`src/rtl/i2_router_fifo_rdctrl.sv`:
```
// i2_router_fifo_rdctrl: read-side controller for the i2 router input FIFO.
//   Pops flits, checks packet framing (head then PKT_LEN-1 bodies) and drives
//   survivors downstream through a 2-entry buffer with a req/busy handshake.
// Ports:
//   clk, rst            clock, synchronous active-high reset
//   FIFO_empty/FIFO_rd  FIFO status and pop request
//   FIFO_dout           FIFO read data, valid the cycle after FIFO_rd
//   output_req/data     downstream flit valid and value
//   output_bussy        downstream stall
//   pkt_sent            pulse when a packet's last flit is accepted
//   framing_err         pulse when a flit fails the framing check
//   err_cnt             saturating error count (only with I2_ROUTER_RDCTRL_ERRCNT_EN)
module i2_router_fifo_rdctrl #(
  parameter int FLIT_W = 16,
  parameter int PKT_LEN = 4
) (
  input  logic              clk,
  input  logic              rst,
  input  logic              FIFO_empty,
  input  logic [FLIT_W-1:0] FIFO_dout,
  output logic              FIFO_rd,
  output logic              output_req,
  output logic [FLIT_W-1:0] output_data,
  input  logic              output_bussy,
  output logic              pkt_sent,
`ifdef I2_ROUTER_RDCTRL_ERRCNT_EN
  output logic              framing_err,
  output logic [7:0]        err_cnt
`else
  output logic              framing_err
`endif
);
  typedef enum logic {WAIT_HEAD, IN_PKT} state_t;
  localparam logic [3:0] CNT_INIT = 4'(PKT_LEN - 1);
  state_t state, nstate;
  logic [3:0] cnt, ncnt;
  logic [1:0] occ;
  logic [2:0] room;
  logic rd_pend, pop, enq, elast, l0, l1;
  logic [FLIT_W-1:0] d0, d1;
  logic [2:0] typ;
  assign typ = FIFO_dout[FLIT_W-1:FLIT_W-3];
  assign output_req = occ != 2'd0;
  assign output_data = d0;
  assign pop = output_req && !output_bussy;
  assign pkt_sent = pop && l0 && !rst;
  // Entries already committed once this cycle's pop and in-flight read settle.
  assign room = {1'b0, occ} + {2'b0, rd_pend} - {2'b0, pop};
  assign FIFO_rd = !rst && !FIFO_empty && room < 3'd2;
  always_comb begin
    nstate = state;
    ncnt = cnt;
    enq = 1'b0;
    elast = 1'b0;
    framing_err = 1'b0;
    if (rd_pend && !rst)
      case (state)
        WAIT_HEAD: begin
          enq = typ == 3'b001;
          framing_err = typ != 3'b001;
          nstate = typ == 3'b001 ? IN_PKT : WAIT_HEAD;
          ncnt = typ == 3'b001 ? CNT_INIT : cnt;
        end
        default: begin
          enq = typ == 3'b110 || typ == 3'b001;
          framing_err = typ != 3'b110;
          elast = typ == 3'b110 && cnt == 4'd1;
          ncnt = typ == 3'b110 ? cnt - 4'd1 : typ == 3'b001 ? CNT_INIT : cnt;
          nstate = typ == 3'b001 ? IN_PKT : (typ != 3'b110 || cnt == 4'd1) ? WAIT_HEAD : IN_PKT;
        end
      endcase
  end
  always_ff @(posedge clk)
    if (rst) begin
      state <= WAIT_HEAD;
      cnt <= '0;
      rd_pend <= 1'b0;
      occ <= '0;
      d0 <= '0;
      d1 <= '0;
      l0 <= 1'b0;
      l1 <= 1'b0;
    end else begin
      state <= nstate;
      cnt <= ncnt;
      rd_pend <= FIFO_rd;
      occ <= occ + {1'b0, enq} - {1'b0, pop};
      if (pop) begin
        d0 <= d1;
        l0 <= l1;
      end
      // New entry lands in the slot just past the survivors of this cycle's pop.
      if (enq && occ == {1'b0, pop}) begin
        d0 <= FIFO_dout;
        l0 <= elast;
      end else if (enq) begin
        d1 <= FIFO_dout;
        l1 <= elast;
      end
    end
`ifdef I2_ROUTER_RDCTRL_ERRCNT_EN
  always_ff @(posedge clk)
    if (rst) err_cnt <= '0;
    else if (framing_err && err_cnt != 8'hff) err_cnt <= err_cnt + 8'd1;
`endif
endmodule

```
`config.mk`:
```
export PLATFORM = sky130hd
export DESIGN_NAME = i2_router_fifo_rdctrl
export DESIGN_NICKNAME = d
export VERILOG_FILES = /design/src/rtl/i2_router_fifo_rdctrl.sv
export SDC_FILE = /design/constraint.sdc
export NUM_CORES = 1
export LEC_CHECK = 0
export ABC_AREA = 1
export ABC_CLOCK_PERIOD_IN_PS = 2350
export BUFFER_PORTS_ARGS = -buffer_cell sky130_fd_sc_hd__buf_2
export CAP_MARGIN = 20
export CORE_MARGIN = 2
export CORE_UTILIZATION = 55
export CTS_CLUSTER_SIZE = 28
export DETAILED_ROUTE_END_ITERATION = 8
export PLACE_DENSITY = 0.85
export SLEW_MARGIN = 40
export SYNTH_ARGS = -nofsm -noshare
export SYNTH_HDL_FRONTEND = slang
export SYNTH_SLANG_ARGS = --single-unit
```
`constraint.sdc`:
```
create_clock -name clk -period 2.35 [get_ports clk]
set_input_delay 0.47 -clock clk [delete_from_list [all_inputs] [get_ports clk]]
set_output_delay 0.47 -clock clk [all_outputs]
set_load 0.02 [all_outputs]
```
# ---- Yosys cells after proc, flatten, opt, wreduce, memory -nomap -nowiden
# Cells that the tools add are included.
dict set report totals {
  elab_cells 54
  ff_bits 42
  output_inout_bits 20
}
dict set report classes {
  bitwise 1
  add_sub_neg 5
  n_eq_ne 6
  reduce_logical 16
  n_lt_le_gt_ge 1
  muxes 17
}
# cell count
set ops {}
lappend ops {{two-way mux 16 bit} 2}
lappend ops {{two-way mux 1 bit} 12}
lappend ops {{two-way mux 4 bit} 3}
lappend ops {{logical AND 1 bit} 8}
lappend ops {{== test 4 x 1 -> 1 bit, second input constant} 1}
lappend ops {{nonzero test 2 bit} 2}
lappend ops {{subtractor 4 x 1 -> 4 bit, second input constant} 1}
lappend ops {{adder 2 x 1 -> 3 bit} 1}
lappend ops {{== test 3 x 1 -> 1 bit, second input constant} 1}
lappend ops {{== test 3 bit, second input constant} 1}
lappend ops {{logical NOT 1 bit} 3}
lappend ops {{less-than comparator 3 x 2 -> 1 bit, second input constant} 1}
lappend ops {{!= test 3 x 1 -> 1 bit, second input constant} 1}
lappend ops {{!= test 3 bit, second input constant} 1}
lappend ops {{subtractor 3 x 1 -> 3 bit} 1}
lappend ops {{adder 2 x 1 -> 2 bit} 1}
lappend ops {{== test 2 x 1 -> 1 bit} 1}
lappend ops {{logical OR 1 bit} 2}
lappend ops {{AND reduction 2 bit} 1}
lappend ops {{subtractor 2 x 1 -> 2 bit} 1}
lappend ops {{NOT 1 bit} 1}

# ---- Logic depth before layout (Yosys ltp)
dict set report logic_depth {
  ltp_word 7
  mapped_depth 11
  ltp_nobuf 11
}

# ---- Worst setup path after synthesis
# Ideal clock, no wire load.
dict set report synth_timing {
  path_type {register -> output}
  start {reg occ[1]}
  end {out FIFO_rd}
  setup_slack_ps -478
  arrival_ps 2358
  stages_incl_launch_ff 10
  path_cell_list {dfxtp_1 > inv_2 > nand2_2 > nand2_1 > buf_4 > nor2_1 > o21ai_1 > fa_1 > inv_1 > nor4_1}
}
dict set report synth_between {
  elab_chain_cells 5
  word_cells_on_any_way 6
  cone_classes {add/sub: 2; order compare: 1; reduce/logical: 3}
}
# element line_no
set synth_lines {}
lappend synth_lines {{from (decl)} 37} ;# logic [1:0] occ;
lappend synth_lines {{from (signal assigned)} 87} ;# occ <= occ + {1'b0, enq} - {1'b0, pop};
lappend synth_lines {{nonzero test 2 bit} 43} ;# assign output_req = occ != 2'd0;
lappend synth_lines {{via output_req} 22} ;# output logic output_req,
lappend synth_lines {{logical AND 1 bit} 45} ;# assign pop = output_req && !output_bussy;
lappend synth_lines {{subtractor 3 x 1 -> 3 bit} 48} ;# assign room = {1'b0, occ} + {2'b0, rd_pend} - {2'b0, pop};
lappend synth_lines {{less-than comparator 3 x 2 -> 1 bit} 49} ;# assign FIFO_rd = !rst && !FIFO_empty && room < 3'd2;
lappend synth_lines {{logical AND 1 bit} 49}
lappend synth_lines {{to (decl)} 21} ;# output logic FIFO_rd,
# The timed path passes the listed nets, and every way through them passes these cells.

# ---- Worst setup path after layout
dict set report layout_timing {
  start {reg occ[1]}
  end {out FIFO_rd}
}
dict set report layout_between {
  elab_chain_cells 5
  word_cells_on_any_way 6
  cone_classes {add/sub: 2; order compare: 1; reduce/logical: 3}
}
# element line_no
set layout_lines {}
lappend layout_lines {{branches (longest 2 deep; another with adder 2 x 1 -> 3 bit)} -}
lappend layout_lines {{subtractor 3 x 1 -> 3 bit (*)} 48}
lappend layout_lines {{less-than comparator 3 x 2 -> 1 bit (*)} 49}
lappend layout_lines {{logical AND 1 bit (*)} 49}
# Mark *: on every way between the ends.

==> results.md <==
* CTS buffer count at 5
* HP Class: in -> reg
* First-pass DRT Iterations at 4
* Area of the core at roughly 3700 µm²
* Period utilization at 1.06
* Critical Path End: FIFO_rd
* Setup crit end kind: output port
* YS warnings at 0
* GRT Overall Usage at 0.246
* Rel. slew slack at 0.729
* Worst reg2reg endpoint: occ[1]
* Synth-to-Final Area Change at 17.6%
* Dpl hpwl at 3.17 mm
* Crit Path Max Fanout at 3
* Min cycle time layout at between 2 and 2.5 ns
* Reg2reg setup slack at between 0.4 and 0.5 ns
* Die X-Extent at between 60 and 70 µm
* Crit path largest cell delay at between 0.5 and 0.6 ns
* H-tree depth at 2
* Maximum VDD drop at between 0.5 and 0.6 mV
* Drt via density at approximately 5.3
* Initial core utilization at 0.587
* Mapped Avg Cell Area at ~7.4 µm²
* Crit-path leading delay family: adder cells
* CP Launch Type: register
* Commonest cells after routing, fill and taps aside: nand2_1 (84), dfxtp_1 (40), buf_2 (38)
* Routability cong. at roughly 0.78
* Initial DRC count at roughly 160
* Via count at 2,023
* Worst reg2reg path startpoint: rd_pend
* Failing checks: negative setup slack
* Cell Area, Placed at 2430 µm²
* RSZ-0062 raised after global routing: yes
* Final Hold Fails at 0
* Synthesized area at 2200 µm²
* Antenna diodes at 0
* Setup violators final at 1
* Hold Slack at approximately 0.37 ns
* PD cells at 765 nW/µm²
* Max cap viols at 0
* Setup Total Neg Slack at -0.134 ns
* Flops & latches, synth at 42
* P_leak at ~1.2 nW
* Synth cell types at 31
* Fmax at between 400 and 500 MHz
* Setup CP Type: reg -> out
* CTS root buf: clkbuf_8
* Fin area at approximately 2600 µm²
* Crit path depth at 10
* Final worst setup slack at -0.134 ns
* Antenna violations before repair at 0
* Most common cell after layout, fill and taps aside: nand2_1
* Number of buffers and inverters on the critical path at 4
* Status: finished with violations
* Clock skew at 0.00656 ns
* Final net count at 361
* Number of global-route vias before repair at between 1,500 and 2,000
* DRC at 0
* Crit-path cells: inv_4 -> nand2_4 -> nand2_4 -> inv_4 -> nor2_4 -> o21ai_2 -> fa_1 -> inv_2 -> nor4_4 -> buf_4
* Worst R2R Path Depth at 9
* First-pass GRT wire length at between 8 and 9 mm
* Detailed Route WL at ~4.8 mm
* Mapped Nets at approximately 320
* Post-Place Worst Slack at -0.0997 ns
* Fillers at about 330
* Worst skew pair latency at ~0.31 ns
* Cells after synthesis at 296
* Worst Path Required at about 1.9 ns
* Seq/Total Area, Yosys at 0.382
* Clock slew at reported path FFs at ~0.080 ns
* Critical path's slowest cell: fa_1
* # clock sinks at 42
* Bufs on Longest Clock Path at 2
* Boundary pin count at 40
* Worst-Margin Slew at 0.407 ns
* Die Area at 4520 µm²
* DR WL/cell at 12.5 µm
* Rows at 22
* Largest net degree at the start of global routing at 35
* Chip height at a little under 70 µm
* Port bufs at 39
* Total power at approximately 2.0 mW
* Slew Viols, Final at 0
* CP arrival at 2.01 ns
* CTS tree: done
* Global route total overflow at 0
* Share of cells above drive strength 1 at 0.300
* Final ANT Viol Nets at 0
* Crit path launch: occ[1]
metrics by stage:
step	std cells	utilization
floorplan	296	-
global placement	375	0.650
detailed placement	375	0.650
CTS	383	0.683
global route	385	0.691
finish	385	0.691
layout make-up:
type / instances / area [µm²] / share of cell area
Tap cell: 48 / 60.1 / 0.0232
Clock inverter: 2 / 36.3 / 0.0140
Timing Repair Buffer: 50 / 280 / 0.108
Multi-Input combinational cell: 206 / 1170 / 0.452
Inverter: 31 / 121 / 0.0470
Clock buffer: 6 / 72.6 / 0.0281
Sequential cell: 42 / 846 / 0.327
layer usage:
layer	global-route usage	share of wire
met1	0.288	0.44
met2	0.439	0.50
met3	0.0433	0.036
met4	0.105	0.017
met5	0	0
synth_stat cells, drive strengths merged:
cell / n / area (µm²)
clkbuf: 1 / 3.75
ha: 4 / 50.1
o21ai: 8 / 40.0
nand4: 18 / 113
nand3: 20 / 118
nor4: 2 / 12.5
fa: 1 / 20.0
xnor2: 1 / 8.76
a21oi: 41 / 254
nand3b: 1 / 20.0
buf: 16 / 115
nor2: 11 / 67.6
dfxtp: 42 / 841
nand2: 98 / 410
inv: 31 / 116
xor2: 1 / 8.76
registers in the layout (all words and copies together) (netlist names):
signal	count
cnt	4
d1	16
l0	1
l1	1
occ	2
output_data	16
rd_pend	1
state	1
logic make-up after synthesis:
logic type	count (synthesis)	share of synthesized area
compound gates	49	0.134
flops	42	0.382
buf+inv	48	0.107
fa+ha+maj	5	0.0319
simple gates	150	0.337
xor+xnor	2	0.00797
power by group:
group	total, mW	internal [mW]	switching [mW]
registers	0.773	0.748	0.0248
clock network	0.576	0.318	0.258
logic	0.629	0.213	0.416
total	1.98	1.28	0.699
how the worst min path moves through the flow:
stage,startpoint,to,cells past startpoint
2_1_floorplan,d1[10],d1[10],2
3_3_place_gp,d1[13],d1[13],2
3_5_place_dp,d1[10],d1[10],2
4_1_cts,FIFO_empty,rd_pend,2
5_1_grt,FIFO_empty,rd_pend,2
6_report,FIFO_empty,rd_pend,2
worst reg2reg max path, stage by stage (launching register included):
cell,delay (ns)
dfxtp_1,0.40
inv_2,0.11
nor2_8,0.21
nand2_4,0.12
ha_1,0.29
inv_1,0.04
ha_1,0.19
xnor2_1,0.24
o21ai_0,0.11
a21oi_1,0.13
what timing repair did:
action / in CTS / in global routing
setup buffers: 0 / 2
endpoints found under the setup margin: 1 / 1
hold endpoints to repair: 0 / 0
hold buffers: 0 / 0
pin swaps: 0 / 6
gates resized for setup: 6 / 4
(Power assumes the default switching activity.)
